<file path="src/rtl/jedro_1_fetch_ctrl.sv">
// rtl/jedro_1_fetch_ctrl.sv - instruction fetch controller: PC sequencing, 1-cycle RAM latency, buffered decode handoff
// Credit-based issue keeps buffered plus in-flight words within FIFO_DEPTH, so the buffer can never overflow.
module jedro_1_fetch_ctrl #(
    parameter int                    DATA_WIDTH = 32,
    parameter logic [DATA_WIDTH-1:0] BOOT_ADDR  = '0,
    parameter int                    FIFO_DEPTH = 2
) (
    input  logic                  clk_i,
    input  logic                  rstn_i,
    output logic                  ram_en_o,
    output logic [DATA_WIDTH-1:0] ram_addr_o,
    input  logic [DATA_WIDTH-1:0] ram_rdata_i,
    output logic [DATA_WIDTH-1:0] instr_o,
    output logic [DATA_WIDTH-1:0] instr_pc_o,
    output logic                  instr_valid_o,
    input  logic                  instr_ready_i,
    input  logic                  jmp_i,
    input  logic [DATA_WIDTH-1:0] jmp_addr_i,
    input  logic                  halt_i
);

    localparam int PW = $clog2(FIFO_DEPTH);
    localparam int CW = PW + 1;

    logic [DATA_WIDTH-1:0] fetch_pc_q, fetch_pc_d;
    logic                  inflight_q, inflight_d;
    logic [DATA_WIDTH-1:0] inflight_pc_q, inflight_pc_d;
    logic [CW-1:0]         count_q, count_d;
    logic [PW-1:0]         rd_ptr_q, rd_ptr_d;
    logic [PW-1:0]         wr_ptr_q, wr_ptr_d;
    logic [DATA_WIDTH-1:0] instr_mem_q [FIFO_DEPTH];
    logic [DATA_WIDTH-1:0] pc_mem_q    [FIFO_DEPTH];

    logic        pop;
    logic        push;
    logic        issue;
    logic [CW:0] occupancy;
    logic [1:0]  jmp_addr_unused;

    assign jmp_addr_unused = jmp_addr_i[1:0];

    // Occupancy after this edge's pop; a new issue needs a free slot for its returning word.
    assign occupancy = {1'b0, count_q} + (CW + 1)'(inflight_q) - (CW + 1)'(pop);

    assign instr_valid_o = (count_q != '0) & ~jmp_i;
    assign pop           = instr_valid_o & instr_ready_i;
    assign push          = inflight_q & ~jmp_i;
    assign issue         = rstn_i & ~jmp_i & ~halt_i & (occupancy < (CW + 1)'(FIFO_DEPTH));

    assign ram_en_o   = issue;
    assign ram_addr_o = fetch_pc_q;
    assign instr_o    = instr_mem_q[rd_ptr_q];
    assign instr_pc_o = pc_mem_q[rd_ptr_q];

    always_comb begin
        fetch_pc_d    = fetch_pc_q;
        inflight_d    = 1'b0;
        inflight_pc_d = inflight_pc_q;
        count_d       = count_q;
        rd_ptr_d      = rd_ptr_q;
        wr_ptr_d      = wr_ptr_q;
        if (jmp_i) begin
            // Redirect flushes everything, including the word returning at this edge.
            fetch_pc_d = {jmp_addr_i[DATA_WIDTH-1:2], 2'b00};
            count_d    = '0;
            rd_ptr_d   = '0;
            wr_ptr_d   = '0;
        end else begin
            if (issue) begin
                fetch_pc_d    = fetch_pc_q + DATA_WIDTH'(4);
                inflight_d    = 1'b1;
                inflight_pc_d = fetch_pc_q;
            end
            if (push) begin
                wr_ptr_d = wr_ptr_q + PW'(1);
            end
            if (pop) begin
                rd_ptr_d = rd_ptr_q + PW'(1);
            end
            case ({push, pop})
                2'b10:   count_d = count_q + CW'(1);
                2'b01:   count_d = count_q - CW'(1);
                default: count_d = count_q;
            endcase
        end
    end

    always_ff @(posedge clk_i or negedge rstn_i) begin
        if (!rstn_i) begin
            fetch_pc_q    <= BOOT_ADDR;
            inflight_q    <= 1'b0;
            inflight_pc_q <= '0;
            count_q       <= '0;
            rd_ptr_q      <= '0;
            wr_ptr_q      <= '0;
        end else begin
            fetch_pc_q    <= fetch_pc_d;
            inflight_q    <= inflight_d;
            inflight_pc_q <= inflight_pc_d;
            count_q       <= count_d;
            rd_ptr_q      <= rd_ptr_d;
            wr_ptr_q      <= wr_ptr_d;
        end
    end

    always_ff @(posedge clk_i or negedge rstn_i) begin
        if (!rstn_i) begin
            for (int i = 0; i < FIFO_DEPTH; i++) begin
                instr_mem_q[i] <= '0;
                pc_mem_q[i]    <= '0;
            end
        end else if (push) begin
            instr_mem_q[wr_ptr_q] <= ram_rdata_i;
            pc_mem_q[wr_ptr_q]    <= inflight_pc_q;
        end
    end

    a_no_overflow : assert property (@(posedge clk_i) disable iff (!rstn_i)
        !(push && !pop && (count_q == CW'(FIFO_DEPTH))));

endmodule

</file>
<file path="config.mk">
export PLATFORM = sky130hd
export DESIGN_NAME = jedro_1_fetch_ctrl
export DESIGN_NICKNAME = d
export VERILOG_FILES = /design/src/rtl/jedro_1_fetch_ctrl.sv
export SDC_FILE = /design/constraint.sdc
export NUM_CORES = 1
export LEC_CHECK = 0
export CAP_MARGIN = 10
export CELL_PAD_IN_SITES_DETAIL_PLACEMENT = 0
export CELL_PAD_IN_SITES_GLOBAL_PLACEMENT = 1
export CORE_MARGIN = 2
export CORE_UTILIZATION = 42
export CTS_CLUSTER_DIAMETER = 120
export CTS_CLUSTER_SIZE = 28
export DETAILED_ROUTE_END_ITERATION = 16
export PLACE_DENSITY = 0.9
export SLEW_MARGIN = 10
export SYNTH_ARGS = -nofsm -noshare
export SYNTH_HDL_FRONTEND = slang
export SYNTH_SLANG_ARGS = --single-unit
</file>
<file path="constraint.sdc">
create_clock -name clk_i -period 4.7 [get_ports clk_i]
set_input_delay 0.94 -clock clk_i [delete_from_list [all_inputs] [get_ports clk_i]]
set_output_delay 0.94 -clock clk_i [all_outputs]
set_load 0.02 [all_outputs]
</file>
# Word level (Yosys, flattened, before mapping)
# Cells that the tools add are included.
# word_totals
out_inout_bits,98
reg_bits,197
# op_classes
mux,20
add_sub_neg,7
reduce_logical,7
magnitude_cmp,4
n_eq_ne,2
bitwise,10
# op_table
operator,n
$mux 32,9
$bwmux 64,2
$add 32x3->32 const B,1
$demux 32 s1,1
$reduce_bool 2->1,4
$and 1x1->1,6
$mux 1,6
$ge 2x2->1 const B,2
$not 1->2,2
$pmux 2 s2,1
$add 2x1->3,1
$lt 3x2->1 const B,1
$reduce_bool 3->1,1
$sub 3x1->3,1
$add 1x1->1 const B,2
$add 2x1->2 const B,1
$eq 2x1->1 const B,1
$eq 2x2->1 const B,1
$lt 2x1->1 const B,1
$mux 2,1
$not 1->1,2
$reduce_and 2->1,1
$sub 2x1->2 const B,1
$logic_and 1x1->1,1

# Depth between registers and ports, before layout
# logic_depth
depth_word,8
depth_mapped,13
ltp_nobuf,12

# Worst setup path before layout
# No wires, ideal clock.
# synth_timing
path_type,input to output
startpoint,input port jmp_i
endpoint,output port ram_en_o
t_arrival_ns,3.574
n_path_buf,3
required_time_ns,3.760
path_slack_ns,0.186
path_stages,11
path_cell_list,buf_6 nor2_1 and2_1 ha_1 nand2b_1 fa_1 nand4bb_1 or2_2 clkinv_1 buf_2 buf_1
# synth_between
elab_chain_cells,6
word_cells_on_any_way,8
cone_classes,add/sub: 1; order compare: 1; bitwise: 6
# synth_lines
item,line_no,rtl
from (decl),17,"input logic jmp_i,"
$not 1->1 (no line),--,
$and 1x1->1,45,assign instr_valid_o = (count_q != '0) & ~jmp_i;
net instr_valid_o,15,"output logic instr_valid_o,"
$and 1x1->1,46,assign pop = instr_valid_o & instr_ready_i;
$sub 3x1->3,43,"assign occupancy = {1'b0, count_q} + (CW + 1)'(inflight_q) - (CW + 1)'(pop);"
$lt 3x2->1,48,assign issue = rstn_i & ~jmp_i & ~halt_i & (occupancy < (CW + 1)'(FIFO_DEPTH));
$and 1x1->1,48,
to (decl),10,"output logic ram_en_o,"
# The timed path passes the listed nets, and every way through them passes these cells.

# Final worst setup path
# layout_timing
startpoint,input port instr_ready_i
endpoint,output port ram_en_o
# layout_between
elab_chain_cells,4
# layout_lines
item,line_no,rtl
from (decl),16,"input logic instr_ready_i,"
$and 1x1->1,46,
$sub 3x1->3,43,
$lt 3x2->1,48,
$and 1x1->1,48,
# Every way passes these cells.

==> results.md <==
- Peak ir drop on the vdd network: 0.292 mV
- Final Critical Period: 4.56 ns
- Placement Rows: 52
- Switching share of power: 0.297
- Initial cell density of the core: 0.428
- Gates resized, CTS repair: 0
- Number of distinct library cell variants in the gate-level netlist after synthesis: 55
- Run status: finished clean
- Number of port buffers: 160
- Hold Crit Class: input port to async pin
- YS warnings: 0
- Post-Route Skew: 0.00841 ns
- Post-Route WL: 19.4 mm
- Sequential cell fraction of total power: 0.441
- Cells taking the most area after synthesis: dfrtp_1, mux2_2, nand2_1, o21ai_0, clkbuf_1
- Average footprint of a synthesized cell: 12.1 sq um
- Die area: 0.0218 sq mm
- Total Neg Setup Slack: 0 ns
- Global-route wire length before repair: 31.7 mm
- Area of all placed cells without fillers: 0.0110 sq mm
- Startpoint-to-endpoint class of the critical path: input port to output port
- TritonCTS buffer count: 17
- Part of the power in the clock network: 0.286
- Most instantiated cells after synthesis: dfrtp_1, mux2_2, nand2_1, clkbuf_1, o21ai_0
- Layout filler cell count: 1737
- Fraction of post-synthesis cell area in the top cell type by area: 0.546
- Number of antenna violations at the first check in global routing: 0
- H-tree level count: 4
- Worst path arrival time: 3.62 ns
- Root Driver: clkbuf_16
- Placer's final routability congestion estimate: 0.782
- Final-report max-slew violation count: 0
- Leak: 4.89 nW
- Net switching component of the power: 1.45 mW
- Core occupancy in the finished layout: 0.545
- DP Wirelength: 12.8 mm
- P&R area growth vs syn: 27.4%
- Storage element area: 0.00473 sq mm
- Share of the clock period used by the worst path: 0.970
- Die H: 148 um
- Setup-failing EPs final: 0
- Count of final hold-check violations: 0
- Worst-Margin Slew: 0.904 ns
- Number of nets with antenna violations after routing: 0
- Endpoint required time on the critical path: 3.76 ns
- TritonCTS clock tree: yes
- Post-layout nets: 930
- Via count: 5975
- Total clock sinks: 189
- Post-placement setup slack: 0.152 ns
- Final setup slack of the worst path: 0.142 ns
- Maximum root-to-sink buffer count: 2
- Logic gate share of total power: 0.273
- Highest Clock Rate: 219 MHz
- Largest net degree at the start of global routing: 63
- Inserted Diodes: 0
- 1st-iter DRT viols: 353
- Tightest slew margin relative to the limit: 0.397
- Number of cell instances on the worst register-to-register path: 13
- Post-CTS clock slew at the launch and capture registers of the worst setup and hold paths: 0.07 ns
- Hold-fix buffer count after cts: 0
- Number of flops mapped to enable cells by yosys: 0
- Latest clock arrival within the worst-skew pair: 0.43 ns
- Main flop type after synthesis: dfrtp_1
- Leading area contributor after synthesis: dfrtp_1
- Boundary pin count: 167
- Async set or reset register ratio after synthesis: 1.00
- Post-synthesis instance area: 0.00866 sq mm
- Unrepaired setup endpoints after global routing: no
- Combined area of the multi-input logic cells: 0.00367 sq mm
- Die X-Extent: 148 um
- Most frequently used cell type in the post-synthesis netlist: dfrtp_1
- Number of max-cap violations: 0
- Buffers inserted during post-CTS setup optimization: 0
- Launching element type of the critical path: input port
- Vias in the first global route: 5976
- DRC errors left: 0
- Gate Count Post-Synth: 713
- Power density over the cells: 444 mW/mm^2
- DR WL/cell: 17.0 um
- Fraction of layout cells with a size suffix above 1: 0.274
- Sequential cell area fraction in the yosys report: 0.546
- Core region area: 0.0202 sq mm
- Instance area at placement: 0.0105 sq mm
- First-pass DRT Iterations: 5
- Internal power: 3.44 mW
- Total global routing overflow: 0
- All-layer global routing usage: 0.184
- Endpoint kind of the worst setup timing path: output port
- Maximum fanout along the worst path: 3
- Routed via count divided by cell count: 5.24
- Worst reg-to-reg setup slack: 1.11 ns
- Post-synthesis sequential element count: 189
[worst max-delay path, cell delays in order]
cell	delay [ns]
clkdlybuf4s50_1	0.49
and2_1	0.18
ha_1	0.23
nand2b_1	0.16
fa_1	0.49
nand4bb_1	0.11
or2_2	0.34
clkinv_1	0.07
clkdlybuf4s50_1	0.60
[sequential cells by signal (all words and copies together) (netlist names)]
| signal | count |
|---|---|
| rd_ptr_q | 1 |
| inflight_q | 1 |
| instr_mem_q | 64 |
| pc_mem_q | 60 |
| inflight_pc_q | 30 |
| count_q | 2 |
| wr_ptr_q | 1 |
| ram_addr_o | 30 |
[routing by layer]
metal	vias to the layer above	global-route usage	share of wire
li1	2813	-	-
met1	2936	0.265	0.48
met2	208	0.277	0.44
met3	18	0.0469	0.069
met4	0	0.0519	0.011
met5	-	0	0
[power groups by stage]
stage                     clock network (mW)  registers (mW)  logic (mW)
after floorplan                            0            2.14       0.762
after global placement                     0            2.17        1.33
after detailed placement                   0            2.19        1.35
after CTS                               1.44            2.16        1.36
after global routing                    1.52            2.21        1.43
final                                   1.40            2.16        1.34
[path summary, 6_finish.rpt]
check,from,to
hold / removal,rstn_i,inflight_pc_q[11]$_DFFE_PN0P_
max in group asynchronous,rstn_i,instr_mem_q[32]$_DFFE_PN0P_
setup reg to reg,count_q[1]$_DFFE_PN0P_,ram_addr_o[26]$_DFFE_PN0P_
setup / recovery,instr_ready_i,ram_en_o
hold reg to reg,pc_mem_q[14]$_DFFE_PN0P_,pc_mem_q[14]$_DFFE_PN0P_
min in group clk_i,pc_mem_q[14]$_DFFE_PN0P_,pc_mem_q[14]$_DFFE_PN0P_
[layout make-up]
| type | instances | share of cell area |
|---|---|---|
| clock inverter | 12 | 0.0112 |
| timing repair buffer | 169 | 0.152 |
| clock buffer | 20 | 0.0405 |
| tap | 270 | 0.0306 |
| multi-input combinational | 469 | 0.332 |
| inverter | 12 | 0.00408 |
| sequential | 189 | 0.429 |
[kinds of logic after synthesis]
group	Yosys count	share of synthesized area
other cells	1	0.000433
simple gates	205	0.116
flops	189	0.546
buf+inv	58	0.0321
compound gates	61	0.0468
fa+ha+maj	3	0.00520
mux	192	0.249
xor+xnor	4	0.00405
[metrics by stage]
step                      hold slack, ns  instances  power (mW)
final                              0.408       1141        4.89
after global routing               0.400       1141        5.16
after detailed placement           0.487       1109        3.54
after CTS                          0.399       1141        4.96
after global placement             0.479       1109        3.50
after floorplan                    0.458        716        2.90
[cell usage in the layout (no fill, tap or decap), types with 8 or more instances in the layout]
master           synthesis  final
dfrtp_1                189    188
o21ai_0                 24     24
buf_4                    4      8
nand3_1                 18     18
nand4_1                 12     12
clkdlybuf4s50_1          0    158
nand2_1                106    106
clkbuf_16                0     17
mux2_2                 186    186
nor2_1                  23     23
inv_1                   11     11
Power figures use the tool's default switching activity.
